<file path="src/rtl/lsu_align_unit_if.sv">
// Request/memory/response bundle for the load/store alignment unit.
// The slave modport is the unit's view; master is the environment's view.
interface lsu_align_unit_if #(
    parameter int XLEN   = 32,
    parameter int ADDR_W = 32
);
    localparam int B = XLEN / 8;

    logic              req_valid;
    logic              req_ready;
    logic              req_we;
    logic [2:0]        req_funct3;
    logic [ADDR_W-1:0] req_addr;
    logic [XLEN-1:0]   req_wdata;
    logic [ADDR_W-1:0] mem_addr;
    logic              mem_re;
    logic [B-1:0]      mem_we;
    logic [XLEN-1:0]   mem_din;
    logic [XLEN-1:0]   mem_dout;
    logic              mem_stall;
    logic              rsp_valid;
    logic [XLEN-1:0]   rsp_rdata;
    logic              rsp_fault;
    logic              busy;

    modport slave (
        input  req_valid, req_we, req_funct3, req_addr, req_wdata, mem_dout, mem_stall,
        output req_ready, mem_addr, mem_re, mem_we, mem_din, rsp_valid, rsp_rdata, rsp_fault, busy
    );

    modport master (
        output req_valid, req_we, req_funct3, req_addr, req_wdata, mem_dout, mem_stall,
        input  req_ready, mem_addr, mem_re, mem_we, mem_din, rsp_valid, rsp_rdata, rsp_fault, busy
    );
endinterface

</file>
<file path="src/rtl/lsu_align_unit.sv">
// Load/store alignment unit: splits word-crossing accesses into two beats,
// positions store lanes, merges and extends load data, reports faults.
module lsu_align_unit #(
    parameter int XLEN     = 32,
    parameter int ADDR_W   = 32,
    parameter int SPLIT_EN = 1
) (
    input  logic               clk,
    input  logic               reset_n,
    lsu_align_unit_if.slave    bus
);
    localparam int B     = XLEN / 8;
    localparam int B2    = 2 * B;
    localparam int OFF_W = $clog2(B);

    typedef enum logic [2:0] {S_IDLE, S_ISSUE0, S_ISSUE1, S_RESP, S_FAULT} state_t;

    state_t            r_state, w_next;
    logic              r_we;
    logic [2:0]        r_funct3;
    logic [ADDR_W-1:0] r_addr;
    logic [XLEN-1:0]   r_wdata;
    logic              r_cross;
    logic [XLEN-1:0]   r_beat0;
    logic              r_rsp_valid;
    logic              r_rsp_fault;
    logic [XLEN-1:0]   r_rsp_rdata;

    logic              w_accept;
    logic [4:0]        w_req_size;
    logic              w_req_cross;
    logic              w_req_illegal;
    logic              w_req_fault;
    logic [OFF_W-1:0]  w_off;
    logic [OFF_W+2:0]  w_shamt;
    logic [4:0]        w_size;
    logic [B2-1:0]     w_mask2;
    logic [2*XLEN-1:0] w_data2;
    logic [ADDR_W-1:0] w_word;
    logic [B-1:0]      w_lanes;
    logic [XLEN-1:0]   w_dhalf;
    logic [XLEN-1:0]   w_merged;

    function automatic logic [XLEN-1:0] extend(input logic [2:0] f3, input logic [XLEN-1:0] d);
        logic signed [7:0]  s8;
        logic signed [15:0] s16;
        logic signed [31:0] s32;
        s8  = d[7:0];
        s16 = d[15:0];
        s32 = d[31:0];
        case (f3)
            3'd0:    extend = XLEN'(s8);
            3'd1:    extend = XLEN'(s16);
            3'd2:    extend = XLEN'(s32);
            3'd4:    extend = XLEN'(d[7:0]);
            3'd5:    extend = XLEN'(d[15:0]);
            3'd6:    extend = XLEN'(d[31:0]);
            default: extend = d;
        endcase
    endfunction

    // Request classification, evaluated on the live request bus
    assign w_accept      = bus.req_valid && (r_state == S_IDLE);
    assign w_req_size    = 5'd1 << bus.req_funct3[1:0];
    assign w_req_cross   = (5'(bus.req_addr[OFF_W-1:0]) + w_req_size) > 5'(B);
    assign w_req_illegal = (bus.req_funct3 == 3'd7) ||
                           ((XLEN == 32) && (bus.req_funct3 == 3'd3 || bus.req_funct3 == 3'd6));
    assign w_req_fault   = w_req_illegal || (w_req_cross && (SPLIT_EN == 0));

    assign w_off    = r_addr[OFF_W-1:0];
    assign w_shamt  = {w_off, 3'b000};
    assign w_size   = 5'd1 << r_funct3[1:0];
    assign w_mask2  = ((B2'(1) << w_size) - B2'(1)) << w_off;
    assign w_data2  = {XLEN'(0), r_wdata} << w_shamt;
    assign w_word   = {r_addr[ADDR_W-1:OFF_W], {OFF_W{1'b0}}};
    assign w_lanes  = (r_state == S_ISSUE1) ? w_mask2[B2-1:B] : w_mask2[B-1:0];
    assign w_dhalf  = (r_state == S_ISSUE1) ? w_data2[2*XLEN-1:XLEN] : w_data2[XLEN-1:0];
    // In RESP, mem_dout holds the last beat; beat 0 was captured earlier for split loads
    assign w_merged = XLEN'({(r_cross ? bus.mem_dout : XLEN'(0)),
                             (r_cross ? r_beat0 : bus.mem_dout)} >> w_shamt);

    always_comb begin
        w_next       = r_state;
        bus.mem_addr = '0;
        bus.mem_re   = 1'b0;
        bus.mem_we   = '0;
        bus.mem_din  = '0;
        case (r_state)
            S_IDLE:   if (w_accept) w_next = w_req_fault ? S_FAULT : S_ISSUE0;
            S_ISSUE0, S_ISSUE1: begin
                bus.mem_addr = (r_state == S_ISSUE1) ? w_word + ADDR_W'(B) : w_word;
                bus.mem_re   = !r_we;
                if (r_we) begin
                    bus.mem_we = w_lanes;
                    for (int i = 0; i < B; i++)
                        bus.mem_din[8*i +: 8] = w_lanes[i] ? w_dhalf[8*i +: 8] : 8'h00;
                end
                if (!bus.mem_stall)
                    w_next = (r_state == S_ISSUE0 && r_cross) ? S_ISSUE1 : S_RESP;
            end
            S_RESP:   if (!bus.mem_stall) w_next = S_IDLE;
            S_FAULT:  w_next = S_IDLE;
            default:  w_next = S_IDLE;
        endcase
    end

    always_ff @(posedge clk or negedge reset_n) begin
        if (!reset_n) begin
            r_state     <= S_IDLE;
            r_we        <= 1'b0;
            r_funct3    <= '0;
            r_addr      <= '0;
            r_wdata     <= '0;
            r_cross     <= 1'b0;
            r_beat0     <= '0;
            r_rsp_valid <= 1'b0;
            r_rsp_fault <= 1'b0;
            r_rsp_rdata <= '0;
        end else begin
            r_state     <= w_next;
            r_rsp_valid <= 1'b0;
            r_rsp_fault <= 1'b0;
            if (w_accept) begin
                r_we     <= bus.req_we;
                r_funct3 <= bus.req_funct3;
                r_addr   <= bus.req_addr;
                r_wdata  <= bus.req_wdata;
                r_cross  <= w_req_cross;
            end
            if (r_state == S_ISSUE1 && !bus.mem_stall)
                r_beat0 <= bus.mem_dout;
            if (r_state == S_RESP && !bus.mem_stall) begin
                r_rsp_valid <= 1'b1;
                r_rsp_rdata <= r_we ? XLEN'(0) : extend(r_funct3, w_merged);
            end
            if (r_state == S_FAULT) begin
                r_rsp_valid <= 1'b1;
                r_rsp_fault <= 1'b1;
                r_rsp_rdata <= '0;
            end
        end
    end

    assign bus.req_ready = (r_state == S_IDLE);
    assign bus.busy      = (r_state != S_IDLE);
    assign bus.rsp_valid = r_rsp_valid;
    assign bus.rsp_fault = r_rsp_fault;
    assign bus.rsp_rdata = r_rsp_rdata;
endmodule

</file>
<file path="src/flat_wrapper.sv">
// flat-port wrapper written by rule: the top's interface ports become plain ports
module lsu_align_unit_flat 
#(
    parameter int XLEN     = 32,
    parameter int ADDR_W   = 32,
    parameter int SPLIT_EN = 1
)
  (clk, reset_n, bus_req_valid, bus_req_we, bus_req_funct3, bus_req_addr, bus_req_wdata, bus_mem_dout, bus_mem_stall, bus_req_ready, bus_mem_addr, bus_mem_re, bus_mem_we, bus_mem_din, bus_rsp_valid, bus_rsp_rdata, bus_rsp_fault, bus_busy);
  lsu_align_unit_if #(.XLEN(XLEN), .ADDR_W(ADDR_W)) bus_i ();
  input  logic clk;
  input  logic reset_n;
  input wire logic [$bits(bus_i.req_valid)-1:0] bus_req_valid;
  input wire logic [$bits(bus_i.req_we)-1:0] bus_req_we;
  input wire logic [$bits(bus_i.req_funct3)-1:0] bus_req_funct3;
  input wire logic [$bits(bus_i.req_addr)-1:0] bus_req_addr;
  input wire logic [$bits(bus_i.req_wdata)-1:0] bus_req_wdata;
  input wire logic [$bits(bus_i.mem_dout)-1:0] bus_mem_dout;
  input wire logic [$bits(bus_i.mem_stall)-1:0] bus_mem_stall;
  output wire logic [$bits(bus_i.req_ready)-1:0] bus_req_ready;
  output wire logic [$bits(bus_i.mem_addr)-1:0] bus_mem_addr;
  output wire logic [$bits(bus_i.mem_re)-1:0] bus_mem_re;
  output wire logic [$bits(bus_i.mem_we)-1:0] bus_mem_we;
  output wire logic [$bits(bus_i.mem_din)-1:0] bus_mem_din;
  output wire logic [$bits(bus_i.rsp_valid)-1:0] bus_rsp_valid;
  output wire logic [$bits(bus_i.rsp_rdata)-1:0] bus_rsp_rdata;
  output wire logic [$bits(bus_i.rsp_fault)-1:0] bus_rsp_fault;
  output wire logic [$bits(bus_i.busy)-1:0] bus_busy;
  assign bus_i.req_valid = bus_req_valid;
  assign bus_i.req_we = bus_req_we;
  assign bus_i.req_funct3 = bus_req_funct3;
  assign bus_i.req_addr = bus_req_addr;
  assign bus_i.req_wdata = bus_req_wdata;
  assign bus_i.mem_dout = bus_mem_dout;
  assign bus_i.mem_stall = bus_mem_stall;
  assign bus_req_ready = bus_i.req_ready;
  assign bus_mem_addr = bus_i.mem_addr;
  assign bus_mem_re = bus_i.mem_re;
  assign bus_mem_we = bus_i.mem_we;
  assign bus_mem_din = bus_i.mem_din;
  assign bus_rsp_valid = bus_i.rsp_valid;
  assign bus_rsp_rdata = bus_i.rsp_rdata;
  assign bus_rsp_fault = bus_i.rsp_fault;
  assign bus_busy = bus_i.busy;
  lsu_align_unit #(.XLEN(XLEN), .ADDR_W(ADDR_W), .SPLIT_EN(SPLIT_EN)) u_core (.clk(clk), .reset_n(reset_n), .bus(bus_i));
endmodule
</file>
<file path="config.mk">
export PLATFORM = sky130hd
export DESIGN_NAME = lsu_align_unit_flat
export DESIGN_NICKNAME = d
export VERILOG_FILES = /design/src/rtl/lsu_align_unit_if.sv /design/src/rtl/lsu_align_unit.sv /design/src/flat_wrapper.sv
export SDC_FILE = /design/constraint.sdc
export NUM_CORES = 1
export LEC_CHECK = 0
export CORE_UTILIZATION = 30
export DETAILED_ROUTE_END_ITERATION = 6
export PLACE_DENSITY = 0.63
export SYNTH_ARGS = -nofsm -noshare
export SYNTH_HDL_FRONTEND = slang
export SYNTH_SLANG_ARGS = --single-unit
</file>
<file path="constraint.sdc">
create_clock -name clk -period 3.4 [get_ports clk]
set_clock_uncertainty 0.1 [all_clocks]
set_input_delay 0.68 -clock clk [delete_from_list [all_inputs] [get_ports clk]]
set_output_delay 0.68 -clock clk [all_outputs]
set_load 0.005 [all_outputs]
</file>
==> results.md <==
STA:
- Derived from the worst setup path, the maximum achievable clock frequency is 286.1 MHz.
- The slew of the pin with the lowest slew margin is 0.7934 ns.
- The worst path uses 102.8% of the clock period.
- The number of endpoints failing setup at the final stage is 3.
- The hold violation count in the final report came to 0.
- The relative max-transition margin is 47.11%.
- The max-slew violation count is 0.
- Setup repair after global routing could not meet its margin everywhere.
- The time the worst path needs with I/O delays and setup is 3.495 ns.
- The final total negative setup slack is -0.2564 ns.
- Once routing completed, OpenROAD measured the worst setup slack at -0.09496 ns.

Outcome:
- The run finished, with violations left.
- The final reports fail on negative setup slack.

Floorplan:
- The area of the core is 27860 um2.
- The height of the chip is 170.4 um.
- The I/O pin count is 209.
- The horizontal die dimension is 170.4 um.
- The initial utilization of the core area, before any placement, comes to 30.55%.
- In this run the core area contains 61 standard-cell rows.
- The die covers 29050 um2.

Pwr:
- Of the total power, registers draw 27.9%.
- Net switching is 40.81% of the power.
- Of the total power, combinational logic draws 56.4%.
- The power per unit of standard cell area is 965.8 nW/um2.
- Summed over all nets, the switching power comes to 4.725 mW.
- The share of total power in the clock network is 15.7%.
- Summed over all cells, the static leakage comes to 5.402 nW.
- The cell-internal power is 6.852 mW.
- The peak supply drop is 0.3669 mV.

Logic synthesis:
- The xor-xnor portion of the synthesized cell area is 2.984%.
- The synthesized instance count is 864.
- After synthesis, the largest family of logic cells by area is multiplexers.
- For this run, the leading register cell type out of synthesis is dfrtp_1.
- The summed instance area of the synthesized netlist is 8512 um2.
- After Yosys synthesis, full adders, half adders and majority gates account for 0.6762% of the synthesized area.
- The synthesized design contains 0 enable-type register cells.
- For this run, asynchronously set or reset flops after synthesis account for 100.0%.
- The area fraction in compound gates after synthesis is 12.13%.
- The register bit total from synthesis is 138.
- The area share of and/or/nand/nor cells after synthesis is 14.26%.
- The mean area per synthesized cell is 9.852 um2.
- The mux cell area share after synthesis is 24.93%.
- Yosys mapped the design onto 57 distinct sky130hd cell types.
- Yosys printed 0 warnings.
- The register area share after synthesis is 40.57%.

Cells and area:
- The area overhead of the layout relative to synthesis is 40.82%.
- For this run, the share of the core covered by cells in the final layout is 43.03%.
- The share of layout cells above drive strength 1 is 24.66%.
- The final layout contains 1190 nets.

Worst hold path:
- The path type of the worst min-delay path is input port to asynchronous set/reset pin.

Placement:
- The congestion estimate from routability-driven global placement came to 0.8588.
- The post-DP HPWL is 18870 um.
- The number of buffers inserted by port buffering is 206.

Clocking:
- The clock-pin transition on the worst setup and hold timing paths is 0.07 ns.
- Clock tree synthesis inserted a total of 17 buffers.
- The number of H-tree levels is 4.
- The clock passes through at most 2 buffers.
- After clock tree synthesis, the flow added hold-fix buffers numbering 0.
- The cell at the root of the clock tree is clkbuf_16.
- The TritonCTS clock tree is built.
- Clock tree synthesis found a total of 138 sinks.
- The clock insertion delay at the later pin of the skew report is 0.42 ns.

Route:
- The detailed router finished its first iteration with 486 violations.
- Detailed routing inserted a total of 7388 vias.
- For this run, the detailed router's first-pass iteration total came to 5.
- The routed design has 26360 um of wire.
- Dividing the detail-routed via count by the number of cells gives 5.009.
- In this run the remaining antenna-violating nets after routing total 0.
- The average detailed-routed wire length per instance is 17.87 um.
- For this run, design rule violations remaining after detail routing come to 0.

Setup path:
- The data arrival time of the critical path is 2.71 ns.
- The critical path launch point type is a flip-flop.
- The startpoint identified for the worst register-to-register timing path is u_core.r_addr[0]$_DFFE_PN0P_.
- The capturing point of the worst reg2reg path is u_core.bus.rsp_rdata[19]$_DFFE_PN0P_.
- In this run the worst path has a maximum fanout of 19.
- The capturing element type of the critical path is an output pin.
- The setup slack on the worst flop-to-flop path is 0.50 ns.
- The setup path with the least slack is of type flip-flop to output pin.
- The number of cells on the worst reg-to-reg path is 7.
- STA puts the critical path data required time at 2.62 ns.

Global routing:
- The total grt overflow is 0.
- The number of antenna violations at the first check in global routing came to 2.
- The pin count of the biggest net entering global routing is 61.
- The via count of the first global-routing pass came to 7092.
- The global router's overall resource usage is 18.11%.
- The first-pass GRT wire length is 40500 um.

Run:
- The max capacitance violation total is 0.
-- sequential cells by signal, summed over array words and instances (netlist names) --
signal                count
u_core.bus.rsp_fault      1
u_core.bus.rsp_rdata     32
u_core.bus.rsp_valid      1
u_core.r_addr            32
u_core.r_beat0           32
u_core.r_cross            1
u_core.r_funct3           3
u_core.r_state            3
u_core.r_wdata           32
u_core.r_we               1
-- cells in the mapped netlist (5+ instances only) --
master | n | area, um2
a211oi_1 | 14 | 105.1
a21o_1 | 5 | 37.54
a21oi_1 | 25 | 125.1
a21oi_2 | 6 | 52.55
a31oi_1 | 10 | 62.56
and3_1 | 5 | 31.28
buf_1 | 8 | 30.03
buf_2 | 21 | 105.1
buf_4 | 5 | 37.54
clkbuf_1 | 30 | 112.6
dfrtp_1 | 138 | 3453
inv_1 | 11 | 41.29
mux2_2 | 112 | 1261
mux2i_1 | 65 | 650.6
mux4_2 | 8 | 180.2
nand2_1 | 102 | 382.9
nand3_1 | 33 | 165.2
nand4_1 | 11 | 68.82
nor2_1 | 70 | 262.8
nor2b_1 | 5 | 31.28
nor3_1 | 13 | 65.06
o211ai_1 | 6 | 45.04
o21ai_0 | 65 | 325.3
o21ai_2 | 9 | 78.83
o31ai_1 | 6 | 45.04
xnor2_1 | 8 | 70.07
xor2_1 | 21 | 183.9
-- what timing repair did --
action / CTS / global route
resized for setup: 37 / 53
endpoints found under the setup margin: 55 / 46
hold endpoints to repair: 0 / 0
gates cloned: 3 / 0
buffers inserted: 15 / 8
pin swaps: 5 / 3
-- worst max-delay path, stage by stage (launching register included) --
cell and delay [ns]:
dfrtp_1 0.42, or3b_4 0.29, buf_12 0.11, buf_12 0.14, nor3_1 0.08, or4_4 0.58
nor2_2 0.15, clkdlybuf4s50_1 0.51
-- power by group through the flow --
| stage | logic, mW | registers (mW) | clock network, mW |
|---|---|---|---|
| 5_1_grt | 7.10 | 3.36 | 1.93 |
| 2_1_floorplan | 3.99 | 2.98 | 0 |
| 4_1_cts | 6.47 | 3.21 | 1.85 |
| 3_5_place_dp | 6.22 | 3.24 | 0 |
| 6_report | 6.53 | 3.23 | 1.81 |
| 3_3_place_gp | 6.16 | 3.21 | 0 |
-- cells in the final DEF (no fill, tap or decap), types with 31 or more instances in the layout --
cell / synthesis / routed
mux2i_1: 65 / 65
mux2_2: 112 / 112
nor2_1: 70 / 60
nand3_1: 33 / 33
dlymetal6s2s_1: 0 / 31
dfrtp_1: 138 / 135
o21ai_0: 65 / 65
buf_4: 5 / 47
nand2_1: 102 / 101
clkdlybuf4s50_1: 0 / 159
-- logic make-up after synthesis --
family,after synthesis
flops,138
other cells,1
compound gates,162
fa+ha+maj,4
mux,187
simple gates,263
xor+xnor,29
buf+inv,80
-- cell type report --
| cell class | instances | area (um2) |
|---|---|---|
| Sequential cell | 138 | 3460 |
| Tap cell | 378 | 473.0 |
| Clock buffer | 18 | 429.2 |
| Inverter | 12 | 45.04 |
| Multi-Input combinational cell | 648 | 4806 |
| Timing Repair Buffer | 265 | 2631 |
| Fill cell | 2687 | 15870 |
| Clock inverter | 14 | 137.6 |
| Antenna cell | 2 | 5.005 |
-- stage by stage --
step           setup slack (ns)  cell area (um2)  instances  total power [mW]  hold slack, ns
4_1_cts                 -0.1152            11780       1465             11.53          0.1479
3_5_place_dp             0.1504            11020       1415             9.456          0.3688
3_3_place_gp             0.1946            11020       1415             9.372          0.3648
2_1_floorplan            0.6826             8516        865             6.969          0.2844
6_report               -0.09496            11990       1475             11.58          0.1309
5_1_grt                 -0.1608            11980       1473             12.38          0.1669
-- layer usage --
layer	track usage [%]	part of all wire, %	up-vias
met5	0	0.053	-
met4	6.228	2.3	2
met1	25.34	47	3605
met2	27.62	46	228
li1	-	-	3511
met3	3.674	4.9	42
-- worst max path at each step --
stage | slack (ns) | depth (start not counted) | start | to
after floorplan | 0.68 | 8 | u_core.r_state[2]$_DFFE_PN0P_ | bus_mem_din[19]
after global placement | 0.19 | 8 | u_core.r_state[0]$_DFFE_PN0P_ | bus_mem_addr[29]
after detailed placement | 0.15 | 8 | u_core.r_state[0]$_DFFE_PN0P_ | bus_mem_addr[26]
after CTS | -0.12 | 6 | u_core.r_state[1]$_DFFE_PN0P_ | bus_mem_din[14]
after global routing | -0.16 | 7 | u_core.r_state[1]$_DFFE_PN0P_ | bus_mem_din[13]
final | -0.09 | 7 | u_core.r_state[1]$_DFFE_PN0P_ | bus_mem_din[13]
No activity file was read; power rests on OpenSTA's default activity.
